$ cat config.mk
export PLATFORM = sky130hd
export DESIGN_NAME = tdpr_copy_engine
export DESIGN_NICKNAME = d
export VERILOG_FILES = /design/src/rtl/tdpr_pkg.sv /design/src/rtl/tdpr_addr_gen.sv /design/src/rtl/tdpr_copy_engine.sv
export SDC_FILE = /design/constraint.sdc
export NUM_CORES = 1
export LEC_CHECK = 0
export ABC_CLOCK_PERIOD_IN_PS = 3100
export CAP_MARGIN = 20
export CORE_MARGIN = 1.5
export CORE_UTILIZATION = 48
export CTS_CLUSTER_SIZE = 25
export DETAILED_ROUTE_END_ITERATION = 10
export HOLD_SLACK_MARGIN = 0.06
export PLACE_DENSITY = 0.85
export SYNTH_ARGS = -nofsm -noshare
export SYNTH_HDL_FRONTEND = slang
export SYNTH_SLANG_ARGS = --single-unit
$ cat constraint.sdc
create_clock -name clk -period 3.1 [get_ports clk]
set_input_delay 0.62 -clock clk [delete_from_list [all_inputs] [get_ports clk]]
set_output_delay 0.62 -clock clk [all_outputs]
set_load 0.01 [all_outputs]
$ cat src/rtl/tdpr_pkg.sv
// Shared types for the dual-port RAM copy/fill engine.
package tdpr_pkg;

  typedef enum logic [1:0] {
    ST_IDLE  = 2'd0,
    ST_RUN   = 2'd1,
    ST_DRAIN = 2'd2,
    ST_DONE  = 2'd3
  } state_e;

  typedef enum logic {
    MODE_COPY = 1'b0,
    MODE_FILL = 1'b1
  } mode_e;

endpackage

$ cat src/rtl/tdpr_addr_gen.sv
// Loadable up/down word-address counter with a remaining-count register.
// last is high while the final address of the block is presented.
module tdpr_addr_gen #(
  parameter int ADDR_WIDTH = 8
) (
  input  logic                  clk,
  input  logic                  rst,
  input  logic                  load,
  input  logic                  step,
  input  logic                  down,
  input  logic [ADDR_WIDTH-1:0] base,
  input  logic [ADDR_WIDTH:0]   len,
  output logic [ADDR_WIDTH-1:0] addr,
  output logic                  last
);

  localparam logic [ADDR_WIDTH-1:0] ONE_A = 1;
  localparam logic [ADDR_WIDTH:0]   ONE_L = 1;

  logic [ADDR_WIDTH-1:0] addr_q, addr_d;
  logic [ADDR_WIDTH:0]   rem_q, rem_d;
  logic                  down_q, down_d;

  always_comb begin
    addr_d = addr_q;
    rem_d  = rem_q;
    down_d = down_q;
    if (load) begin
      down_d = down;
      rem_d  = len;
      // Range is checked before load, so modulo arithmetic gives base+len-1 exactly.
      addr_d = down ? (base + len[ADDR_WIDTH-1:0] - ONE_A) : base;
    end else if (step) begin
      addr_d = down_q ? (addr_q - ONE_A) : (addr_q + ONE_A);
      rem_d  = rem_q - ONE_L;
    end
  end

  always_ff @(posedge clk) begin
    if (rst) begin
      addr_q <= '0;
      rem_q  <= '0;
      down_q <= 1'b0;
    end else begin
      addr_q <= addr_d;
      rem_q  <= rem_d;
      down_q <= down_d;
    end
  end

  assign addr = addr_q;
  assign last = (rem_q == ONE_L);

endmodule

$ cat src/rtl/tdpr_copy_engine.sv
// Block copy/fill initiator for a true dual-port RAM: reads on port A,
// writes on port B, one word per clock.
module tdpr_copy_engine
  import tdpr_pkg::*;
#(
  parameter int DATA_WIDTH = 8,
  parameter int ADDR_WIDTH = 8,
  parameter int RAM_DEPTH  = 1 << ADDR_WIDTH
) (
  input  logic                  clk,
  input  logic                  rst,
  input  logic                  start,
  input  logic                  mode_fill,
  input  logic [ADDR_WIDTH-1:0] src_addr,
  input  logic [ADDR_WIDTH-1:0] dst_addr,
  input  logic [ADDR_WIDTH:0]   length,
  input  logic [DATA_WIDTH-1:0] pattern,
  input  logic                  abort,
  output logic                  busy,
  output logic                  done,
  output logic                  err,
  output logic                  aborted,
  output logic [ADDR_WIDTH:0]   words_done,
  output logic                  en_a,
  output logic                  we_a,
  output logic [ADDR_WIDTH-1:0] addr_a,
  output logic [DATA_WIDTH-1:0] data_in_a,
  input  logic [DATA_WIDTH-1:0] data_out_a,
  output logic                  en_b,
  output logic                  we_b,
  output logic [ADDR_WIDTH-1:0] addr_b,
  output logic [DATA_WIDTH-1:0] data_in_b,
  input  logic [DATA_WIDTH-1:0] data_out_b
);

  localparam logic [ADDR_WIDTH+1:0] DEPTH_X = (ADDR_WIDTH+2)'(RAM_DEPTH);

  state_e                state_q, state_d;
  mode_e                 mode_q, mode_d;
  logic                  en_a_q, en_a_d;
  logic                  en_b_q, en_b_d;
  logic                  err_q, err_d;
  logic                  aborted_q, aborted_d;
  logic [ADDR_WIDTH:0]   words_done_q, words_done_d;
  logic [DATA_WIDTH-1:0] pattern_q, pattern_d;

  logic [ADDR_WIDTH+1:0] dst_end, src_end;
  logic                  range_err, desc, gen_load, is_copy, run_last, stop;
  logic [ADDR_WIDTH-1:0] rd_addr, wr_addr;
  logic                  rd_last, wr_last;
  logic                  unused_data_out_b;

  assign unused_data_out_b = ^data_out_b;

  assign dst_end   = {2'b00, dst_addr} + {1'b0, length};
  assign src_end   = {2'b00, src_addr} + {1'b0, length};
  assign range_err = (dst_end > DEPTH_X) || (!mode_fill && (src_end > DEPTH_X));
  // Copying high-to-low keeps overlapping moves with dst above src correct.
  assign desc      = !mode_fill && (dst_addr > src_addr);

  assign is_copy  = (mode_q == MODE_COPY);
  assign run_last = is_copy ? rd_last : wr_last;
  assign stop     = abort || run_last;

  always_comb begin
    state_d      = state_q;
    mode_d       = mode_q;
    en_a_d       = 1'b0;
    en_b_d       = 1'b0;
    err_d        = err_q;
    aborted_d    = aborted_q;
    words_done_d = words_done_q + {{ADDR_WIDTH{1'b0}}, en_b_q};
    pattern_d    = pattern_q;
    gen_load     = 1'b0;
    case (state_q)
      ST_IDLE: begin
        if (start) begin
          err_d        = 1'b0;
          aborted_d    = 1'b0;
          words_done_d = '0;
          mode_d       = mode_fill ? MODE_FILL : MODE_COPY;
          pattern_d    = pattern;
          if (range_err) begin
            err_d   = 1'b1;
            state_d = ST_DONE;
          end else if (length == '0) begin
            state_d = ST_DONE;
          end else begin
            state_d  = ST_RUN;
            gen_load = 1'b1;
            en_a_d   = !mode_fill;
            en_b_d   = mode_fill;
          end
        end
      end
      ST_RUN: begin
        // Copy writes trail reads by one cycle; the final read is written in DRAIN.
        en_a_d = is_copy && !stop;
        en_b_d = is_copy ? en_a_q : !stop;
        if (abort) aborted_d = 1'b1;
        if (stop) state_d = is_copy ? ST_DRAIN : ST_DONE;
      end
      ST_DRAIN: state_d = ST_DONE;
      ST_DONE:  state_d = ST_IDLE;
      default:  state_d = ST_IDLE;
    endcase
  end

  always_ff @(posedge clk) begin
    if (rst) begin
      state_q      <= ST_IDLE;
      mode_q       <= MODE_COPY;
      en_a_q       <= 1'b0;
      en_b_q       <= 1'b0;
      err_q        <= 1'b0;
      aborted_q    <= 1'b0;
      words_done_q <= '0;
    end else begin
      state_q      <= state_d;
      mode_q       <= mode_d;
      en_a_q       <= en_a_d;
      en_b_q       <= en_b_d;
      err_q        <= err_d;
      aborted_q    <= aborted_d;
      words_done_q <= words_done_d;
    end
  end

  always_ff @(posedge clk) begin
    pattern_q <= pattern_d;
  end

  tdpr_addr_gen #(.ADDR_WIDTH(ADDR_WIDTH)) u_rd_gen (
    .clk  (clk),
    .rst  (rst),
    .load (gen_load),
    .step (en_a_q),
    .down (desc),
    .base (src_addr),
    .len  (length),
    .addr (rd_addr),
    .last (rd_last)
  );

  tdpr_addr_gen #(.ADDR_WIDTH(ADDR_WIDTH)) u_wr_gen (
    .clk  (clk),
    .rst  (rst),
    .load (gen_load),
    .step (en_b_q),
    .down (desc),
    .base (dst_addr),
    .len  (length),
    .addr (wr_addr),
    .last (wr_last)
  );

  assign busy       = (state_q != ST_IDLE);
  assign done       = (state_q == ST_DONE);
  assign err        = err_q;
  assign aborted    = aborted_q;
  assign words_done = words_done_q;
  assign en_a       = en_a_q;
  assign we_a       = 1'b0;
  assign addr_a     = rd_addr;
  assign data_in_a  = '0;
  assign en_b       = en_b_q;
  assign we_b       = en_b_q;
  assign addr_b     = wr_addr;
  assign data_in_b  = en_b_q ? (is_copy ? data_out_a : pattern_q) : '0;

endmodule

# ---- Word-level counts from Yosys, hierarchy flattened
# Cells that the tools add are included.
dict set report classes {
  n_addsub 13
  n_mul 0
  n_div 0
  order_cmp 3
  eq_ne 8
  shift 0
  n_mux 41
  n_bitwise 1
  reduce_logical 16
}
# operator n
set op_table {}
lappend op_table {{8-bit two-way mux} 10}
lappend op_table {{9-bit two-way mux} 6}
lappend op_table {{8-bit by 1-bit subtractor with 8-bit output (second input constant)} 4}
lappend op_table {{8-bit by 9-bit adder with 10-bit output} 2}
lappend op_table {{10-bit by 9-bit greater-than comparator with 1-bit output (second input constant)} 2}
lappend op_table {{9-bit by 1-bit equality test with 1-bit output (second input constant)} 2}
lappend op_table {{9-bit by 1-bit subtractor with 9-bit output (second input constant)} 2}
lappend op_table {{1-bit two-way mux} 17}
lappend op_table {{8-bit by 1-bit adder with 8-bit output (second input constant)} 2}
lappend op_table {{8-bit adder} 2}
lappend op_table {{9-bit by 1-bit adder with 9-bit output} 1}
lappend op_table {{9-bit zero test} 1}
lappend op_table {{8-bit greater-than comparator} 1}
lappend op_table {{2-bit two-way mux} 4}
lappend op_table {{2-bit case mux with 4 select lines} 1}
lappend op_table {{2-bit nonzero test} 4}
lappend op_table {{2-bit != test (second input constant)} 3}
lappend op_table {{1-bit case mux with 2 select lines} 3}
lappend op_table {{2-bit equality test (second input constant)} 2}
lappend op_table {{2-bit AND reduction} 2}
lappend op_table {{1-bit logical AND} 3}
lappend op_table {{3-bit AND reduction} 1}
lappend op_table {{2-bit by 1-bit equality test with 1-bit output (second input constant)} 1}
lappend op_table {{1-bit zero test} 2}
lappend op_table {{other kinds (3)} 4}
dict set report totals {
  reg_bits 59
  latch_bits 0
  ramBits 0
  romBits 0
  input_bits 54
  word_cells 95
  mem_count 0
}

# ---- Logic depth before layout (Yosys ltp)
# Gate-level depths: netlist of run 1.
dict set report logic_depth {
  depth_word 8
  ltp_mapped 14
  mapped_depth_nobuf 14
}

# ---- Cells and area by module
# Synthesis of run 1 repeated with hierarchy kept, for this count alone.
dict set report hier_totals {
  cells_unflattened 702
  area_unflattened_um2 5601.6
}
# mod instances cells_per_inst area_per_inst_um2
set by_module_without_submodules {}
lappend by_module_without_submodules {tdpr_copy_engine 1 266 2265.9}
lappend by_module_without_submodules {{tdpr_addr_gen (u_wr_gen)} 1 219 1677.9}
lappend by_module_without_submodules {{tdpr_addr_gen (u_rd_gen)} 1 217 1657.8}

# ---- Least setup slack after synthesis of run 1
# OpenSTA, ideal clock, no wires.
dict set report synth_timing {
  path_type {input-to-reg}
  start {in src_addr[0]}
  end {reg u_rd_gen.addr_q[1], in the netlist u_rd_gen.addr[1]}
  setup_time_ps 145
  arrival_time_ps 3109
  required_ps 2955
  slack_ps -153
  path_stages 13
  path_buffers 1
  path_cell_list {ha_1 > inv_1 > fa_1 > xor2_1 > o21ai_0 > a211o_1 > or4_1 > a211oi_2 > a2bb2oi_2 > nand3_2 > buf_2 > a211oi_1 > a211oi_2}
}
dict set report synth_via {
  elab_chain_len 8
  word_cells_on_any_way 14
  cone_classes {3 x add/sub; 2 x order compare; 5 x mux; 4 x reduce/logical}
}
# item line_no
set synth_lines {}
lappend synth_lines {{start, declared} tdpr_copy_engine.sv:14} ;# input logic [ADDR_WIDTH-1:0] src_addr,
lappend synth_lines {{8-bit by 9-bit adder with 10-bit output} tdpr_copy_engine.sv:56} ;# assign src_end = {2'b00, src_addr} + {1'b0, length};
lappend synth_lines {{10-bit by 9-bit greater-than comparator with 1-bit output} tdpr_copy_engine.sv:57} ;# assign range_err = (dst_end > DEPTH_X) || (!mode_fill && (src_end > DEPTH_X));
lappend synth_lines {{1-bit logical AND} tdpr_copy_engine.sv:57}
lappend synth_lines {{1-bit logical OR} tdpr_copy_engine.sv:57}
lappend synth_lines {{1-bit two-way mux} tdpr_copy_engine.sv:83} ;# if (range_err) begin
lappend synth_lines {{1-bit two-way mux} tdpr_copy_engine.sv:77} ;# if (start) begin
lappend synth_lines {{1-bit two-way mux} tdpr_copy_engine.sv:75} ;# case (state_q)
lappend synth_lines {{8-bit two-way mux / 2-bit nonzero test (equally long branches)} -}
lappend synth_lines {{end signal, assigned} tdpr_addr_gen.sv:45} ;# addr_q <= addr_d;
lappend synth_lines {{end, declared} tdpr_addr_gen.sv:20} ;# logic [ADDR_WIDTH-1:0] addr_q, addr_d;
# Several ways; a longest one is shown, not always the timed one.
# A chain may end at the register's enable or synchronous reset.

# ---- Worst setup path after layout of run 1
dict set report layout_timing {
  start {in length[2]}
  end {reg u_wr_gen.addr_q[1], in the netlist u_wr_gen.addr[1]}
}
dict set report layout_via {
  elab_chain_len 8
  word_cells_on_any_way 13
  cone_classes {2 x add/sub; 2 x order compare; 5 x mux; 4 x reduce/logical}
}
# item line_no
set layout_lines {}
lappend layout_lines {{start, declared} tdpr_copy_engine.sv:16} ;# input logic [ADDR_WIDTH:0] length,
lappend layout_lines {{8-bit by 9-bit adder with 10-bit output} tdpr_copy_engine.sv:56}
lappend layout_lines {{10-bit by 9-bit greater-than comparator with 1-bit output} tdpr_copy_engine.sv:57}
lappend layout_lines {{1-bit logical AND} tdpr_copy_engine.sv:57}
lappend layout_lines {{1-bit logical OR} tdpr_copy_engine.sv:57}
lappend layout_lines {{1-bit two-way mux *} tdpr_copy_engine.sv:83}
lappend layout_lines {{1-bit two-way mux *} tdpr_copy_engine.sv:77}
lappend layout_lines {{1-bit two-way mux *} tdpr_copy_engine.sv:75}
lappend layout_lines {{8-bit two-way mux / 2-bit nonzero test (equally long branches)} -}
lappend layout_lines {{end signal, assigned} tdpr_addr_gen.sv:45}
lappend layout_lines {{end, declared} tdpr_addr_gen.sv:20}
# Mark *: on every way between the ends. The rest lies on a longest branch, timed or not.

==> impl_metrics.csv, run 1 <==
group,metric,value,unit
outcome,outcome,"complete, but fails checks",
outcome,violations,"negative setup slack",
cts,numCtsBuffers,9,
place,pre_cts_slack,-879,ps
critical_path,critical_path_arrival,3580,ps
routing,final_antenna_net_count,0,
timing,slew_headroom,39.3,%
cts,cts.sink_count,59,
final_layout,antenna_cells,0,
power,p_total,3.57,mW
cts,clk_pin_slew,70,ps
logic_synthesis,synth-seq-cells,59,
global_routing,grt_pass1_wl,29400,um
routing,via_per_inst,6.21,
floorplan,coreArea,10400,um^2
hold_path,hold_class,"reg2reg",
critical_path,cp.depth,14,
timing,worst_pin_slew,908,ps
logic_synthesis,async_flop_share,0,%
timing,max_freq,298,MHz
timing,fin_crit,3350,ps
logic_synthesis,avgSynthCellArea,8.53,um^2
floorplan,pin_count,103,
power,switchingPower,1.48,mW
power,seq_power_share,30.0,%
critical_path,crit_chain,"clkdlybuf4s15_2 -> buf_6 -> ha_2 -> a211oi_4 -> nor3_4 -> o211a_1 -> or4_4 -> a211oi_4 -> a2bb2oi_4 -> nand3_4 -> buf_12 -> buf_16 -> a211oi_4 -> a211oi_2",
floorplan,die_h,107,um
critical_path,required,3330,ps
power,power_frac_clock,17.8,%
critical_path,critPathKind,"in2reg",
timing,maxSlewViolCount,0,
final_layout,post-route-util,76.1,%
timing,rsz0062_at_grt,"yes",
critical_path,crit_fanout,7,
critical_path,cpMostUsedCell,"a211oi_4",
place,hpwl,12300,um
floorplan,num_rows,37,
flow_run,maxCapViolations,0,
final_layout,synthToLayoutAreaGrowth,52.2,%
logic_synthesis,synthDistinctLibCells,60,
floorplan,dieArea,11500,um^2
critical_path,ff2ff_path_depth,10,
critical_path,critPathMaxStageDelay,550,ps
timing,setup_viol,39,
power,cellPowerDensity,450,nW/um^2
routing,drt-initial-drc-count,636,
logic_synthesis,yosysWarningCount,0,
hold_path,holdPathStages,2,
timing,timing.final.hold_violations,0,
cts,cts-root-buf,"clkbuf_8",
timing,whs,511,ps
final_layout,mostFrequentLayoutCell,"buf_4",
routing,vias,5852,
timing,fin_skew,9.88,ps
critical_path,slowest_stage,"or4_4",
global_routing,grtUsageTotal,32.9,%
cts,cts_tree,"yes",
power,p_int,2.09,mW
timing,fin_ws,-255,ps
final_layout,final_cells,942,
power,switching_share,41.4,%
final_layout,fin_nets,932,
power,ir_drop,0.480,mV
routing,dr.pass1.iters,7,
final_layout,drive_gt1_share,32.6,%
power,pwr-share-comb,52.1,%
logic_synthesis,synth_ff_type,"dfxtp_1",
final_layout,mostFrequentLayoutCells,"buf_4, clkdlybuf4s50_1, inv_1",
cts,clockBufferDepth,2,
logic_synthesis,synth_edf_count,8,
routing,wl_per_cell,22.2,um
routing,wirelength,20900,um
global_routing,grt-ovfl-total,0,
critical_path,cp_num_buf_inv,4,
place,dp.cells,912,
global_routing,grt_pass1_vias,5839,
place,routabilityCongestion,0.993,
critical_path,cp-start-kind,"input pin",
final_layout,fillCellCount,571,
place,port_buffers,85,
routing,drc,0,
cts,clk_latency,350,ps
critical_path,crit_path_end_kind,"register",
timing,fin_crit_sh,108,%
logic_synthesis,netlist_area,5210,um^2
floorplan,die_w,107,um
power,p_leak,3.33,nW
critical_path,path_delay_family,"compound AO/OA/AOI/OAI gates",
logic_synthesis,synth.yosys.seq_area_share,24.2,%
floorplan,start_util,50.0,%
global_routing,grt_max_degree,29,
global_routing,antenna_found_initial,0,
logic_synthesis,synth_cells,611,
cts,h-tree-depth,3,
==> worst reg2reg max path, delay by kind of cell, from the launching register on <==
family                   cells  cell delay [ps]
multiplexers                 1              110
adder cells (fa/ha/maj)      1              480
XOR/XNOR                     1              160
AND/OR/NAND/NOR              2              320
flip-flops                   1              670
AO/OA/AOI/OAI                4              590
buffers and inverters        1              230
==> area by class of cell <==
type | count | area (um^2) | share of cell area, %
multi-input combinational | 459 | 4210 | 53.1
tap | 136 | 170 | 2.15
timing repair buffer | 202 | 1850 | 23.3
sequential | 59 | 1260 | 15.9
clock inverter | 5 | 30.0 | 0.379
clock buffer | 11 | 141 | 1.78
inverter | 70 | 270 | 3.41
==> power groups by stage <==
stage | Clock [mW] | Combinational [mW] | Sequential [mW]
6_report | 0.637 | 1.86 | 1.07
5_1_grt | 0.666 | 1.96 | 1.08
4_1_cts | 0.628 | 1.65 | 1.06
3_5_place_dp | 0 | 1.45 | 1.07
3_3_place_gp | 0 | 1.38 | 1.06
2_1_floorplan | 0 | 0.879 | 1.05
==> logic make-up after synthesis <==
kind of cell,after synthesis,synth area share [%]
AOI/OAI and AO/OA,149,20.7
xor gates and xnor gates,52,8.74
adders and majority gates,77,19.3
buffers and inverters,101,8.40
DFF,59,24.2
muxes,22,4.25
other,1,0.0719
and+or+nand+nor,150,14.3
==> state kept, by name, indices dropped and copies added, names as in the netlist, 2 cells and up <==
register / flops
pattern_q: 8
u_wr_gen.addr: 8
u_rd_gen.addr: 8
state_q: 2
words_done: 9
u_rd_gen.rem_q: 9
u_wr_gen.rem_q: 9
==> metrics by stage <==
step           TNS [ps]  cell area, um^2
3_5_place_dp     -28400             6960
2_1_floorplan      -450             5310
4_1_cts           -2970             7740
6_report          -6170             7930
3_3_place_gp     -27240             6960
5_1_grt           -6300             7930
==> synth_stat cells, drive strengths merged, types with 4 or more instances <==
library cell  number  area share [%]
a211oi            35             6.4
a21o              18             2.6
a21oi             41             3.9
a221oi             5            0.84
a31oi              4            0.48
buf               19             2.5
clkbuf            12            0.86
dfxtp             51              20
edfxtp             8             4.6
fa                 6             2.3
ha                71              17
inv               70             5.0
mux2i             21             4.0
nand2             26             1.9
nand2b            10             1.2
nand3             13             1.3
nor2              46             3.3
nor2b             17             2.0
nor3              12             1.2
nor4               6            0.72
o21ai             15             1.4
o21bai             4            0.58
or3                6            0.72
xnor2             30             5.0
xor2              22             3.7
==> per-layer routing <==
| layer | global-route usage [%] | up-vias | routed length [um] | share of wire, % |
|---|---|---|---|---|
| li1 | - | 2503 | - | - |
| met3 | 5.78 | 163 | 1940 | 9.3 |
| met5 | 0 | - | 0 | 0 |
| met1 | 39.1 | 2747 | 7530 | 36 |
| met4 | 17.1 | 0 | 1650 | 7.9 |
| met2 | 56.3 | 439 | 9810 | 47 |
==> worst paths after layout <==
path	slack (ps)	start	endpoint
setup / recovery	-250	length[2]	u_wr_gen.addr[1]
hold / removal	510	state_q[1]	state_q[1]
setup reg to reg	450	u_wr_gen.down_q	u_wr_gen.addr[6]
hold reg to reg	510	state_q[1]	state_q[1]
==> timing repair <==
item                       CTS  global route
hold buffers                 0             0
cloned                       3             0
setup endpoints to repair   38            39
resized for setup          138            48
pin swaps                   40            35
buffers inserted            10             3
No activity file was read; power rests on OpenSTA's default activity.
==> run 2, diff against run 1 <==
--- a/config.mk
+++ b/config.mk
@@ -13,6 +13,7 @@
 export DETAILED_ROUTE_END_ITERATION = 10
 export HOLD_SLACK_MARGIN = 0.06
 export PLACE_DENSITY = 0.85
+export SKIP_LAST_GASP = 1
 export SYNTH_ARGS = -nofsm -noshare
 export SYNTH_HDL_FRONTEND = slang
 export SYNTH_SLANG_ARGS = --single-unit
==> impl_metrics.csv, run 2 (synthesis gave the netlist of run 1 again) <==
group,metric,value,unit
hold_path,hp-start,"state_q[1]",
cts,cts.sink_count,59,
timing,fin_tns_setup,-5140,ps
cts,cts_tree,"yes",
timing,fin_ws,-210,ps
global_routing,grt_max_degree,29,
global_routing,grt-ovfl-total,0,
hold_path,hold_class,"reg2reg",
cts,clk_pin_slew,70,ps
routing,drt-initial-drc-count,439,
timing,fin_crit_sh,107,%
place,pre_cts_slack,-879,ps
final_layout,synthToLayoutAreaGrowth,51.8,%
final_layout,fin_nets,933,
power,ir_drop,0.455,mV
place,hpwl,12300,um
timing,max_freq,302,MHz
cts,cts_hold_buf,0,
timing,maxSlewViolCount,0,
routing,wirelength,19500,um
timing,timing.final.hold_violations,0,
hold_path,holdPathStages,2,
outcome,outcome,"complete, but fails checks",
power,seq_power_share,30.3,%
timing,setup_viol,39,
place,dp.cells,912,
floorplan,num_rows,37,
power,cellPowerDensity,444,nW/um^2
timing,worst_pin_slew,876,ps
final_layout,mostFrequentLayoutCell,"buf_4",
power,power_frac_clock,18.2,%
routing,drc,0,
critical_path,r2r_slack,420,ps
power,p_leak,3.33,nW
timing,fin_crit,3310,ps
outcome,violations,"negative setup slack",
floorplan,die_w,107,um
cts,cts-root-buf,"clkbuf_8",
power,switching_share,40.7,%
place,routabilityCongestion,0.993,
critical_path,critical_path_arrival,3540,ps
critical_path,critPathKind,"in2reg",
final_layout,mostFrequentLayoutCells,"buf_4, clkdlybuf4s50_1, inv_1",
hold_path,min_to,"state_q[1]",
floorplan,die_h,107,um
timing,whs,511,ps
routing,dr.pass1.iters,5,
critical_path,crit_path_end_kind,"register",
routing,final_antenna_net_count,0,
cts,h-tree-depth,3,
cts,clk_latency,350,ps
global_routing,grtUsageTotal,33.0,%
critical_path,crit_fanout,6,
routing,vias,5668,
critical_path,cp-start-kind,"input pin",
cts,numCtsBuffers,9,
timing,slew_headroom,41.4,%
global_routing,grt_pass1_wl,29600,um
final_layout,drive_gt1_share,31.8,%
final_layout,final_cells,943,
floorplan,dieArea,11500,um^2
power,p_total,3.51,mW
power,pwr-share-comb,51.6,%
floorplan,coreArea,10400,um^2
timing,fin_skew,13.1,ps
critical_path,required,3330,ps
routing,wl_per_cell,20.7,um
place,port_buffers,85,
floorplan,start_util,50.0,%
critical_path,ff2ff_path_depth,10,
final_layout,antenna_cells,0,
timing,rsz0062_at_grt,"yes",
power,p_int,2.08,mW
floorplan,pin_count,103,
critical_path,r2r-end,"u_wr_gen.addr[6]",
flow_run,maxCapViolations,0,
cts,clockBufferDepth,2,
global_routing,antenna_found_initial,0,
global_routing,grt_pass1_vias,5943,
routing,via_per_inst,6.01,
power,switchingPower,1.43,mW
critical_path,r2r_start,"u_wr_gen.down_q",
run 2: what timing repair did:
action | 4_1_cts | 5_1_grt
gates resized for setup | 136 | 42
pin swaps | 40 | 32
endpoints found under the hold margin | 0 | 0
gates cloned | 3 | 0
setup buffers | 10 | 4
endpoints found under the setup margin | 38 | 39
run 2: final cells by class:
class / count / area (um^2)
sequential: 59 / 1260
inverter: 70 / 270
clock buffer: 11 / 141
multi-input combinational: 459 / 4180
fill: 606 / 2500
clock inverter: 5 / 30.0
tap: 136 / 170
timing repair buffer: 203 / 1860
run 2: metrics by stage:
stage               utilization [%]  instance area [um^2]
finish                         76.0                  7910
global route                   76.0                  7910
CTS                            74.2                  7730
detailed placement             66.9                  6960
global placement               66.9                  6960
floorplan                         -                  5310
run 2: layer usage:
layer	GRT usage, %	routed length [um]
met1	38.2	7420
met2	56.2	9500
met3	7.54	1560
met4	17.9	1030
met5	0	0
run 2: worst max-delay path: stages:
cell and delay, ps:
clkdlybuf4s15_2 220, buf_6 150, ha_2 200, a211oi_4 260
nor3_4 90, o211a_1 220, or4_4 550, a211oi_4 250
a2bb2oi_4 230, buf_4 140, buf_6 100, and3_4 250
a21o_1 190, a21oi_1 60
run 2: worst max path at each step:
stage / start / end / slack (ps) / cells past startpoint
2_1_floorplan: length[1] / u_rd_gen.addr[0] / -30 / 12
3_5_place_dp: length[1] / u_wr_gen.rem_q[0] / -880 / 13
6_report: length[2] / u_wr_gen.rem_q[6] / -210 / 14
4_1_cts: length[0] / u_rd_gen.addr[1] / -160 / 15
3_3_place_gp: src_addr[0] / u_wr_gen.rem_q[0] / -860 / 13
5_1_grt: length[0] / u_wr_gen.addr[5] / -250 / 16
run 2: power groups by stage:
stage	registers, mW	logic [mW]	clock network, mW
4_1_cts	1.06	1.65	0.628
2_1_floorplan	1.05	0.879	0
3_3_place_gp	1.06	1.38	0
3_5_place_dp	1.07	1.45	0
5_1_grt	1.08	1.93	0.667
6_report	1.06	1.81	0.639
==> run 3, diff against run 2 <==
--- a/config.mk
+++ b/config.mk
@@ -5,10 +5,11 @@
 export SDC_FILE = /design/constraint.sdc
 export NUM_CORES = 1
 export LEC_CHECK = 0
+export ABC_AREA = 1
 export ABC_CLOCK_PERIOD_IN_PS = 3100
 export CAP_MARGIN = 20
 export CORE_MARGIN = 1.5
-export CORE_UTILIZATION = 48
+export CORE_UTILIZATION = 49
 export CTS_CLUSTER_SIZE = 25
 export DETAILED_ROUTE_END_ITERATION = 10
 export HOLD_SLACK_MARGIN = 0.06
==> impl_metrics.csv, run 3 <==
group,metric,value,unit
power,switching_share,39.9,%
floorplan,pin_count,103,
critical_path,r2r_slack,790,ps
logic_synthesis,netlist_area,5750,um^2
timing,fin_crit_sh,96.9,%
logic_synthesis,synth-seq-cells,59,
final_layout,final_cells,1223,
critical_path,r2r-end,"u_wr_gen.addr[6]",
power,p_int,2.34,mW
flow_run,maxCapViolations,0,
floorplan,die_w,111,um
critical_path,r2r_start,"u_wr_gen.down_q",
final_layout,fin_nets,1206,
critical_path,crit_start,"src_addr[6]",
timing,whs,511,ps
timing,fin_crit,3000,ps
logic_synthesis,synth_cells,904,
final_layout,fillCellCount,881,
timing,setup_viol,0,
routing,final_antenna_net_count,0,
critical_path,ff2ff_path_depth,13,
logic_synthesis,synth_commonest_cells,"nand2_1, nor2_1, inv_1",
timing,timing.final.hold_violations,0,
logic_synthesis,yosysMostFrequentCell,"nand2_1",
timing,fin_skew,7.76,ps
timing,max_freq,333,MHz
global_routing,antenna_found_initial,0,
cts,h-tree-depth,3,
final_layout,postLayoutCellArea,7940,um^2
place,hpwl,12700,um
routing,wirelength,17300,um
cts,cts-root-buf,"clkbuf_16",
place,place_area,7360,um^2
floorplan,num_rows,39,
hold_path,hold_class,"reg2reg",
logic_synthesis,avgSynthCellArea,6.36,um^2
global_routing,grt-ovfl-total,0,
timing,worst_pin_slew,689,ps
routing,drc,0,
power,ir_drop,0.308,mV
critical_path,critPathKind,"in2reg",
power,pwr-share-comb,47.4,%
hold_path,min_to,"u_rd_gen.addr[4]",
critical_path,crit_fanout,4,
power,cellPowerDensity,491,nW/um^2
critical_path,crit_path_end_kind,"register",
floorplan,start_util,50.4,%
logic_synthesis,yosysTopAreaCellShare,17.8,%
cts,clk_latency,330,ps
cts,numCtsBuffers,9,
final_layout,mostFrequentLayoutCells,"nand2_1, nor2_1, inv_1",
routing,dr.pass1.iters,6,
cts,clockBufferDepth,2,
floorplan,coreArea,11400,um^2
cts,cts_tree,"yes",
logic_synthesis,yosys.area.top_type,"dfxtp_1",
routing,drt-initial-drc-count,392,
power,seq_power_share,26.6,%
final_layout,antenna_cells,0,
final_layout,mostFrequentLayoutCell,"nand2_1",
timing,maxSlewViolCount,0,
power,p_leak,4.01,nW
final_layout,synthToLayoutAreaGrowth,38.0,%
place,dp.cells,1202,
floorplan,dieArea,12400,um^2
routing,wl_per_cell,14.1,um
logic_synthesis,synth_edf_count,8,
global_routing,grtUsageTotal,26.7,%
global_routing,grt_pass1_vias,6011,
place,port_buffers,85,
logic_synthesis,yosysWarningCount,0,
power,power_frac_clock,26.0,%
floorplan,die_h,111,um
logic_synthesis,synth_ff_type,"dfxtp_1",
critical_path,required,3370,ps
final_layout,post-route-util,69.5,%
routing,via_per_inst,5.34,
cts,cts.sink_count,59,
critical_path,cp-start-kind,"input pin",
hold_path,holdPathStages,2,
final_layout,drive_gt1_share,15.8,%
power,switchingPower,1.55,mW
logic_synthesis,synth_area_leaders,"dfxtp_1, ha_1, nand2_1",
cts,clk_pin_slew,60,ps
cts,cts_hold_buf,0,
power,p_total,3.89,mW
logic_synthesis,async_flop_share,0,%
hold_path,hp-start,"u_rd_gen.addr[4]",
place,routabilityCongestion,0.963,
outcome,outcome,"completed",
routing,vias,6529,
global_routing,grt_pass1_wl,27300,um
critical_path,critical_path_arrival,3270,ps
timing,slew_headroom,54.0,%
global_routing,grt_max_degree,33,
logic_synthesis,synth.yosys.seq_area_share,21.9,%
logic_synthesis,synthDistinctLibCells,38,
-- run 3: power by group through the flow --
stage               combinational (mW)  clock (mW)  sequential, mW
CTS                               1.78        1.02            1.03
finish                            1.85        1.01            1.04
global route                      2.05        1.06            1.05
global placement                  1.67           0            1.04
floorplan                         1.10           0            1.04
detailed placement                1.72           0            1.05
-- run 3: worst max-delay path by stage --
stage | end | slack, ps | cells after the start
after global placement | u_wr_gen.rem_q[5] | -400 | 19
after global routing | u_rd_gen.rem_q[1] | -20 | 20
after CTS | u_rd_gen.rem_q[4] | 3 | 19
after detailed placement | u_wr_gen.rem_q[1] | -470 | 19
final | u_rd_gen.rem_q[1] | 100 | 20
after floorplan | u_wr_gen.addr[7] | 410 | 16
-- run 3: timing repair --
action / CTS / global route
pin swaps: 12 / 17
resized for setup: 24 / 43
gates cloned: 1 / 0
setup buffers: 3 / 1
endpoints found under the setup margin: 35 / 39
-- run 3: cell type report --
cell class / count / area, um^2 / share of cell area [%]
Inverter: 135 / 507 / 6.39
Sequential cell: 59 / 1260 / 15.9
Clock inverter: 7 / 76.3 / 0.962
Tap cell: 143 / 179 / 2.25
Timing Repair Buffer: 185 / 1650 / 20.8
Multi-Input combinational cell: 685 / 4030 / 50.8
Clock buffer: 9 / 225 / 2.84
-- run 3: per-layer routing --
layer / wire length [um] / track usage (%)
met5: 0 / 0
met4: 585 / 10.5
met3: 1270 / 4.68
met2: 8010 / 44.7
met1: 7400 / 34.5
-- run 3: cells by family after synthesis --
kind of cell | after synthesis | synth area share, %
simple gates | 433 | 31.8
buf+inv | 168 | 12.0
compound gates | 145 | 13.4
fa+ha+maj | 77 | 17.5
flops | 59 | 21.9
xor+xnor | 21 | 3.20
other cells | 1 | 0.0652
-- run 3: stage by stage --
| step | TNS [ps] | setup WS (ps) |
|---|---|---|
| after detailed placement | -15600 | -472 |
| after floorplan | 0 | 411 |
| final | 0 | 97.2 |
| after global placement | -13180 | -396 |
| after CTS | 0 | 2.95 |
| after global routing | -25.5 | -18.0 |
-- run 3: worst max-delay path: stages --
cell	delay, ps
clkdlybuf4s50_1	570
inv_1	120
ha_4	270
nand2_1	80
nand2_1	70
a21oi_2	130
nand2_1	70
nand2_1	50
nand2_1	50
nor2_2	130
nand3_1	130
nand3_2	120
buf_4	120
nand2_2	70
nor2_4	190
buf_12	150
nand3_2	70
nand2_1	100
nor2_1	50
nor2_1	90
